$ cat config.mk
export PLATFORM = sky130hd
export DESIGN_NAME = sim_fetch_req
export DESIGN_NICKNAME = d
export VERILOG_FILES = /design/src/rtl/sim_fetch_req.sv
export SDC_FILE = /design/constraint.sdc
export NUM_CORES = 1
export LEC_CHECK = 0
export CAP_MARGIN = 15
export CORE_ASPECT_RATIO = 0.5
export CORE_UTILIZATION = 40
export CTS_BUF_LIST = sky130_fd_sc_hd__clkbuf_8 sky130_fd_sc_hd__clkbuf_16
export DETAILED_ROUTE_END_ITERATION = 8
export DONT_BUFFER_PORTS = 1
export HOLD_SLACK_MARGIN = 0.06
export PLACE_DENSITY = 0.57
export SETUP_SLACK_MARGIN = 0.15
export SKIP_CTS_REPAIR_TIMING = 1
export SLEW_MARGIN = 0
export SYNTH_ARGS = -nofsm -noshare
export SYNTH_HDL_FRONTEND = slang
export SYNTH_SLANG_ARGS = --single-unit
$ cat constraint.sdc
create_clock -name clk -period 13.65 [get_ports clk]
set_input_delay 2.0475 -clock clk [delete_from_list [all_inputs] [get_ports clk]]
set_output_delay 2.0475 -clock clk [all_outputs]
set_load 0.02 [all_outputs]
$ cat src/rtl/sim_fetch_req.sv
// Fetch requester for sim_intf: presents pc_try, buffers hits into a small FIFO,
// re-steers on misses and accepts flushing redirects from decode.
module sim_fetch_req #(
  parameter logic [63:0] RESET_PC = 64'h0,
  parameter int          DEPTH    = 4,
  parameter int          MAX_MISS = 3
) (
  input  logic        clk,
  input  logic        rst,
  input  logic        en,
  output logic [63:0] pc_try,
  input  logic [63:0] pc_factual,
  input  logic [31:0] insn,
  input  logic        miss,
  input  logic        redir_valid,
  input  logic [63:0] redir_pc,
  output logic        out_valid,
  input  logic        out_ready,
  output logic [63:0] out_pc,
  output logic [31:0] out_insn,
  output logic [31:0] miss_cnt,
  output logic        err
);

  localparam int AW = $clog2(DEPTH);
  localparam logic [AW:0] DEPTH_W = (AW+1)'(DEPTH);
  localparam logic [31:0] MAX_MISS_W = 32'(MAX_MISS);

  typedef enum logic [1:0] {IDLE, FETCH, HALT} state_t;

  state_t          state_reg;
  logic [63:0]     pc_reg;
  logic [95:0]     mem [DEPTH];
  logic [AW-1:0]   wr_ptr_reg, rd_ptr_reg;
  logic [AW:0]     count_reg;
  logic [31:0]     miss_cnt_reg, miss_run_reg;
  logic            err_reg;
  logic [95:0]     head;

  logic full, redir_take, consume, push, pop, overflow;

  always_comb begin
    full       = (count_reg == DEPTH_W);
    redir_take = redir_valid && (state_reg != HALT);
    // The response is only meaningful when nothing outranks it this cycle.
    consume    = (state_reg == FETCH) && en && !full && !redir_valid;
    push       = consume && !miss;
    pop        = (count_reg != '0) && out_ready;
    overflow   = consume && miss && ((miss_run_reg + 32'd1) >= MAX_MISS_W);
  end

  always_ff @(posedge clk) begin
    if (push && !rst) begin
      mem[wr_ptr_reg] <= {pc_reg, insn};
    end
  end

  always_ff @(posedge clk) begin
    if (rst) begin
      state_reg    <= IDLE;
      pc_reg       <= RESET_PC;
      wr_ptr_reg   <= '0;
      rd_ptr_reg   <= '0;
      count_reg    <= '0;
      miss_cnt_reg <= '0;
      miss_run_reg <= '0;
      err_reg      <= 1'b0;
    end else begin
      if (redir_take) begin
        pc_reg       <= redir_pc;
        miss_run_reg <= '0;
        wr_ptr_reg   <= '0;
        rd_ptr_reg   <= '0;
        count_reg    <= '0;
      end else begin
        if (push) wr_ptr_reg <= wr_ptr_reg + 1'b1;
        if (pop)  rd_ptr_reg <= rd_ptr_reg + 1'b1;
        case ({push, pop})
          2'b10:   count_reg <= count_reg + 1'b1;
          2'b01:   count_reg <= count_reg - 1'b1;
          default: count_reg <= count_reg;
        endcase
        if (consume) begin
          if (miss) begin
            pc_reg       <= pc_factual;
            miss_run_reg <= miss_run_reg + 32'd1;
            if (miss_cnt_reg != '1) miss_cnt_reg <= miss_cnt_reg + 32'd1;
            if (overflow) err_reg <= 1'b1;
          end else begin
            pc_reg       <= pc_reg + 64'd4;
            miss_run_reg <= '0;
          end
        end
      end

      case (state_reg)
        IDLE:    if (en) state_reg <= FETCH;
        FETCH:   if (overflow) state_reg <= HALT;
                 else if (!en) state_reg <= IDLE;
        default: state_reg <= HALT;
      endcase
    end
  end

  // Head is read straight from storage; gated so an empty FIFO shows zeros.
  assign head      = mem[rd_ptr_reg];
  assign out_valid = (count_reg != '0);
  assign out_pc    = out_valid ? head[95:32] : 64'h0;
  assign out_insn  = out_valid ? head[31:0]  : 32'h0;
  assign pc_try    = pc_reg;
  assign miss_cnt  = miss_cnt_reg;
  assign err       = err_reg;

endmodule
# Yosys cells after proc, flatten, opt, wreduce, memory -nomap -nowiden
# Memories as Yosys holds them, arrays and structs flattened. A register that Yosys moved wholly into a read port is not among the register bits.
# Cells that the tools add are included.
[totals]
regBits = 138
ramBits = 384
input_bits = 166
out_inout_bits = 194
elab_cells = 62
memories = 1
[op_classes]
addsub = 7
order_cmp = 1
n_eq_ne = 8
n_mux = 15
bitwise_logic = 1
n_reduce_logical = 21
[memory_table]
columns = ["memory", "depth", "word_bits", "rd", "rd_clocked_by_memory_dff", "write_ports", "line_no", "source"]
rows = [
  ["mem", 4, 96, 1, 1, 1, "33", "logic [95:0] mem [DEPTH];"],
]
[op_table]
columns = ["operator", "n"]
rows = [
  ["64-bit two-way mux", 4],
  ["32-bit by 1-bit adder with 32-bit output (second input constant)", 2],
  ["64-bit by 3-bit adder with 64-bit output (second input constant)", 1],
  ["32-bit two-way mux", 2],
  ["32-bit by 2-bit >= comparator with 1-bit output (second input constant)", 1],
  ["32-bit inequality test (second input constant)", 1],
  ["2-bit two-way mux", 5],
  ["1-bit logical AND", 9],
  ["4-bit AND reduction", 2],
  ["3-bit one-hot mux with 2 select lines", 1],
  ["2-bit by 1-bit adder with 2-bit output (second input constant)", 2],
  ["2-bit by 1-bit equality test with 1-bit output (second input constant)", 2],
  ["1-bit logical NOT", 4],
  ["2-bit inequality test (second input constant)", 2],
  ["2-bit one-hot mux with 2 select lines", 1],
  ["2-bit nonzero test", 2],
  ["3-bit by 1-bit adder with 3-bit output (second input constant)", 1],
  ["3-bit equality test (second input constant)", 1],
  ["3-bit inequality test (second input constant)", 1],
  ["3-bit nonzero test", 1],
  ["3-bit by 1-bit subtractor with 3-bit output (second input constant)", 1],
  ["2-bit equality test (second input constant)", 1],
  ["2-bit logical NOT", 1],
  ["1-bit two-way mux", 2],
  ["3 further kinds", 3],
]

# Depth between registers and ports, before layout
# Gate-level depths: netlist (run 1).
[logic_depth]
depth_word = 8
mapped_depth = 11
mapped_depth_nobuf = 11

# Worst setup path after synthesis (run 1)
# OpenSTA, ideal clock, no wires.
[synth_timing]
path_type = "input to register"
start = "in redir_valid"
end = "mem mem[0][0], enable pin"
setup_ns = 0.466
arrival_time_ns = 5.294
required_time_ns = 13.184
setup_slack_ns = 7.890
cell_stages = 5
path_buffers = 1
cell_sequence = "nand4bb_1 a21o_1 nor2_1 clkbuf_1 and3_1"
[synth_between]
elab_chain_len = 6
[synth_rtl]
columns = ["element", "line_no", "source"]
rows = [
  ["start, declared", "15", "input logic redir_valid,"],
  ["1-bit logical NOT", "46", "consume = (state_reg == FETCH) && en && !full && !redir_valid;"],
  ["1-bit logical AND", "46", ""],
  ["1-bit logical AND", "47", "push = consume && !miss;"],
  ["1-bit logical AND", "53", "if (push && !rst) begin"],
  ["1-bit two-way mux", "53", ""],
  ["1-bit two-way mux (not written as such)", "54", "mem[wr_ptr_reg] <= {pc_reg, insn};"],
  ["end, declared", "33", ""],
]
# Every way passes these cells.

==> run_results.csv, run 1 <==
group,metric,value,unit
run_status,outcome,"complete, but fails checks",
run_status,violations,"design-rule violations",
power,pwr-share-clk,42.7,%
sta,hold_viol,0,
critical_path,r2r_start,"pc_try[12]$_SDFFE_PP0P_",
clock_network,h-tree-depth,2,
synth,synthDistinctLibCells,77,
routing,dr.pass1.iters,9,
synth,synthArstFlopShare,0,%
placed_design,hpwl,39880,microns
routing,drt-total-wl,63030,microns
floorplan,initial_core_util,41.07,%
sta,rsz0062_at_grt,"no",
routing,drc,12,
sta,setup_tns,0,ps
sta,fin_crit_sh,36.23,%
min_path,whs_path_depth,2,
sta,tightest_slew,1063,ps
critical_path,r2r-end,"pc_try[38]$_SDFFE_PP0P_",
layout,largest_register,"mem",
layout,final_util,45.27,%
critical_path,worstPathRequired,11600,ps
min_path,min_path_type,"register to register",
global_route,antenna_found_initial,7,
min_path,holdPathEnd,"wr_ptr_reg[1]$_SDFFE_PP0P_",
synth,synth_area_leader_cell,"edfxtp_1",
power,p_leak,7.838,nW
clock_network,cts_max_path_buffers,3,
sta,setup_violations,0,
synth,ys_warn_count,0,
clock_network,clk_latency,570,ps
synth,synth_area,23130,sq um
critical_path,endpoint_kind,"output pin",
power,ir_drop,0.00008979,V
critical_path,reg2reg_slack,9730,ps
clock_network,cts.sinks,524,
layout,area_growth_syn_to_layout,10.25,%
synth,synth_common_cells,"edfxtp_1 (384), nor2_1 (156), dfxtp_1 (140)",
power,finalPower,3.242,mW
layout,final_nets,1939,
placed_design,io_buffers,0,
global_route,globalRouteTotalUtil,20.73,%
critical_path,crit_fanout,50,
critical_path,critPathKind,"register to output pin",
global_route,grt_overflow,0,
synth,ys_top_cells_by_area,"edfxtp_1 (50%), dfxtp_1 (12%), mux4_2 (9.3%)",
placed_design,place_inst,2467,
sta,fin_skew,14.35,ps
routing,vias,15195,
synth,ys_ff_latch,524,
sta,maxSlewHeadroom,29.12,%
sta,fin_hold_ws,510.0,ps
synth,yosysMostFrequentCell,"edfxtp_1",
power,switching_power,0.7134,mW
global_route,grt_pass1_wl,92410,microns
layout,drive_gt1_share,12.31,%
routing,drt_iter0_markers,1269,
layout,num-fill-cells,5051,
power,switching_share,22.00,%
critical_path,r2r_cells,7,
synth,synth_top_area_share,49.85,%
sta,slew_viol_final,0,
routing,wire_per_inst,24.55,microns
synth,syn_inst,1809,
placed_design,gp_congestion,0.8567,
floorplan,chipWidth,342.1,microns
power,combPwrFrac,2.4,%
layout,instances_no_fill,2567,
critical_path,critPathArrivalTime,2900,ps
clock_network,root_buffer,"clkbuf_16",
clock_network,cts_made_buffers,49,
sta,min_period,4945,ps
clock_network,cts_tree,"done",
synth,synth_fp_nets,1985,
min_path,holdCritStartpoint,"wr_ptr_reg[1]$_SDFFE_PP0P_",
global_route,grt_max_degree,99,
synth,synth-main-ff-cell,"edfxtp_1",
floorplan,io_pins,360,
power,pwr-share-seq,54.9,%
clock_network,clkTransAtPathRegs,70,ps
global_route,grt_pass1_vias,14403,
job,drv_cap,0,
synth,syn_avg_cell_area,12.79,sq um
floorplan,rows,61,
floorplan,core_area,56330,sq um
routing,ant_nets,0,
critical_path,cp-start-kind,"register",
floorplan,die_y,172.0,microns
floorplan,dieArea,58850,sq um
layout,largest_reg_flops,384,
synth,synth_edf_count,384,
routing,vias_per_cell,5.919,
sta,max_freq,0.2022,GHz
power,cellInternalPower,2.529,mW
synth,yosysSeqAreaShare,61.97,%
power,powerDensity,127.1,nW/um^2
==> through the flow <==
step                      worst slack, ps  area (sq um)
final                                8705         25500
after global routing                 8597         25500
after CTS                            8644         25470
after detailed placement             8120         23840
after global placement               8169         23840
after floorplan                      7890         23130
==> cell type report <==
type,instances,area (sq um),area share (%)
Antenna cell,7,17.52,0.06869
Clock inverter,35,260.3,1.021
Timing Repair Buffer,20,153.9,0.6035
Clock buffer,57,1370,5.373
Multi-Input combinational cell,1141,8310,32.59
Inverter,27,101.3,0.3974
Tap cell,756,945.9,3.709
Sequential cell,524,14340,56.24
==> cells by family after synthesis <==
family,after synthesis,share of synthesized area (%)
buf+inv,144,2.364
fa+ha+maj,10,0.5734
simple gates,650,14.46
flops,524,61.97
mux,103,9.666
xor+xnor,46,1.742
compound gates,332,9.228
==> power groups by stage <==
stage / sequential [mW] / clock [mW] / combinational (mW)
6_report: 1.78 / 1.38 / 0.0777
5_1_grt: 1.78 / 1.47 / 0.0859
4_1_cts: 1.78 / 1.41 / 0.0777
3_5_place_dp: 1.82 / 0 / 0.0775
3_3_place_gp: 1.81 / 0 / 0.0762
2_1_floorplan: 1.80 / 0 / 0.0635
==> layer usage <==
layer  global-route usage (%)  vias up  part of all wire (%)
met5                        0        -                     0
met3                    3.089      101                   4.8
met4                    7.531        0                   3.1
met2                    36.59      481                    52
li1                         -     6870                     -
met1                    26.01     7743                    40
==> cells in the final DEF (no fill, tap or decap), drive strengths merged, types with 23 or more instances in the layout <==
cell,synthesis,routed
edfxtp,384,384
nor2,156,156
dfxtp,140,140
nand2,118,118
and2,107,107
a21oi,106,106
mux4,96,96
o21ai,70,70
nand3,66,66
nor3,61,61
clkbuf,94,57
nand4,35,35
inv,26,34
nor4,27,27
xor2,26,26
and3,24,24
clkinv,1,23
==> worst max-delay path by stage <==
stage,startpoint,to,cells past startpoint
floorplan,redir_valid,mem[0][0]$_DFFE_PP_,5
global placement,redir_valid,mem[3][25]$_DFFE_PP_,7
detailed placement,redir_valid,mem[3][25]$_DFFE_PP_,7
CTS,register,out_pc[38],3
global route,register,out_pc[5],3
finish,register,out_pc[35],3
==> critical path, stage by stage (launching register included) <==
cell and delay (ps):
dfxtp_4 820, buf_4 720, mux4_2 420, and2_1 270
Note: power is estimated with default switching activity, not from simulation.
==> run 2, diff against run 1 <==
==> constraint.sdc (replaced) <==
create_clock -name clk -period 4.8 [get_ports clk]
set_input_delay 0.72 -clock clk [delete_from_list [all_inputs] [get_ports clk]]
set_output_delay 0.72 -clock clk [all_outputs]
set_load 0.02 [all_outputs]
==> run_results.csv, run 2 (synthesis gave the netlist of run 1 again) <==
group,metric,value,unit
global_route,use_met1,26.76,%
power,ir_drop,0.0002551,V
power,p_leak,7.962,nW
critical_path,r2r_cells,8,
sta,slew_viol_final,0,
floorplan,rows,61,
min_path,whs_path_depth,1,
critical_path,endpoint_kind,"output pin",
sta,max_freq,0.2837,GHz
critical_path,r2r_start,"pc_try[12]$_SDFFE_PP0P_",
power,switching_power,2.021,mW
floorplan,chipWidth,342.1,microns
routing,drt-total-wl,64270,microns
min_path,holdPathEnd,"miss_cnt[26]$_SDFFE_PP0P_",
layout,final_cell_mix,"edfxtp_1 (384), nor2_1 (155), dfxtp_1 (138), nand2_1 (118), and2_1 (107)",
global_route,grt_overflow,0,
floorplan,initial_core_util,41.07,%
power,combPwrFrac,2.3,%
layout,drive_gt1_share,12.95,%
routing,vias,15222,
sta,fin_skew,24.48,ps
layout,final_nets,1951,
placed_design,place_inst,2480,
sta,fin_crit_sh,73.44,%
sta,fin_hold_ws,219.7,ps
critical_path,worstPathRequired,4080,ps
clock_network,cts_tree,"done",
power,pwr-share-clk,43.6,%
sta,maxSlewHeadroom,32.43,%
clock_network,cts_max_path_buffers,3,
critical_path,crit_fanout,32,
floorplan,dieArea,58850,sq um
clock_network,clk_latency,580,ps
power,powerDensity,364.4,nW/um^2
global_route,grt_max_degree,95,
placed_design,io_buffers,0,
global_route,busiest_layer,"met2",
routing,dr.pass1.iters,8,
sta,hold_viol,0,
routing,vias_per_cell,5.900,
clock_network,clkTransAtPathRegs,60,ps
job,drv_cap,0,
global_route,grt_pass1_vias,14730,
power,cellInternalPower,7.352,mW
min_path,holdCritStartpoint,"rst",
floorplan,die_y,172.0,microns
sta,tightest_slew,1010,ps
sta,setup_tns,0,ps
power,pwr-share-seq,54.1,%
clock_network,cts.sinks,524,
layout,largest_register,"mem",
power,switching_share,21.56,%
sta,min_period,3525,ps
floorplan,core_area,56330,sq um
global_route,antenna_found_initial,9,
clock_network,h-tree-depth,2,
routing,wire_per_inst,24.91,microns
routing,drc,24,
critical_path,cp-start-kind,"register",
critical_path,reg2reg_slack,1340,ps
routing,ant_nets,0,
layout,layout_commonest_cell,"edfxtp_1",
clock_network,root_buffer,"clkbuf_16",
critical_path,critPathKind,"register to output pin",
global_route,grt_pass1_wl,94300,microns
clock_network,cts_made_buffers,49,
layout,instances_no_fill,2580,
placed_design,hpwl,41230,microns
min_path,min_path_type,"primary input to register",
layout,final_util,45.67,%
placed_design,gp_congestion,0.8633,
critical_path,r2r-end,"pc_try[44]$_SDFFE_PP0P_",
sta,setup_violations,0,
critical_path,critPathArrivalTime,2800,ps
sta,rsz0062_at_grt,"no",
global_route,globalRouteMet2Util,36.90,%
global_route,globalRouteTotalUtil,21.23,%
routing,drt_iter0_markers,1558,
run_status,violations,"design-rule violations",
layout,largest_reg_flops,384,
layout,area_growth_syn_to_layout,11.22,%
floorplan,io_pins,360,
run_status,outcome,"complete, but fails checks",
global_route,grt_use_met3,3.034,%
run 2: through the flow:
stage	worst slack, ps	instance area [sq um]	power (mW)
3_5_place_dp	1231	24010	5.381
2_1_floorplan	367.5	23130	5.285
4_1_cts	1156	25700	9.458
3_3_place_gp	1251	24010	5.377
5_1_grt	1083	25720	9.660
6_report	1275	25730	9.374
run 2: critical path, cell delays in order (launching register included):
cell and delay, ps:
dfxtp_4 820, buf_4 520, mux4_2 590, and2_1 260
run 2: metal layers:
metal  share of wire (%)  vias to the layer above
li1                    -                     6923
met1                  41                     7715
met2                  51                      445
met3                 4.3                      139
met4                 3.7                        0
met5                   0                        -
run 2: worst max path at each step:
stage	to	slack (ps)	start	cells past startpoint
detailed placement	count_reg[2]$_SDFFE_PP0P_	1230	redir_valid	11
finish	out_pc[19]	1280	register	3
floorplan	mem[0][0]$_DFFE_PP_	370	redir_valid	5
CTS	out_pc[34]	1160	register	3
global route	out_pc[23]	1080	register	3
global placement	count_reg[1]$_SDFFE_PP0P_	1250	redir_valid	10
run 2: final cells by class:
type / count / area, sq um
fillers: 5058 / 30600
flip-flops and latches: 524 / 14340
clock buffers: 55 / 1331
clock inverters: 36 / 357.8
inverters: 27 / 101.3
multi-input cells: 1141 / 8310
diodes: 9 / 22.52
repair buffers: 32 / 315.3
well taps: 756 / 945.9
run 2: power groups by stage:
stage / logic (mW) / clock network, mW / registers, mW
2_1_floorplan: 0.181 / 0 / 5.10
3_3_place_gp: 0.212 / 0 / 5.16
3_5_place_dp: 0.215 / 0 / 5.17
4_1_cts: 0.216 / 4.18 / 5.07
5_1_grt: 0.239 / 4.35 / 5.07
6_report: 0.215 / 4.09 / 5.07
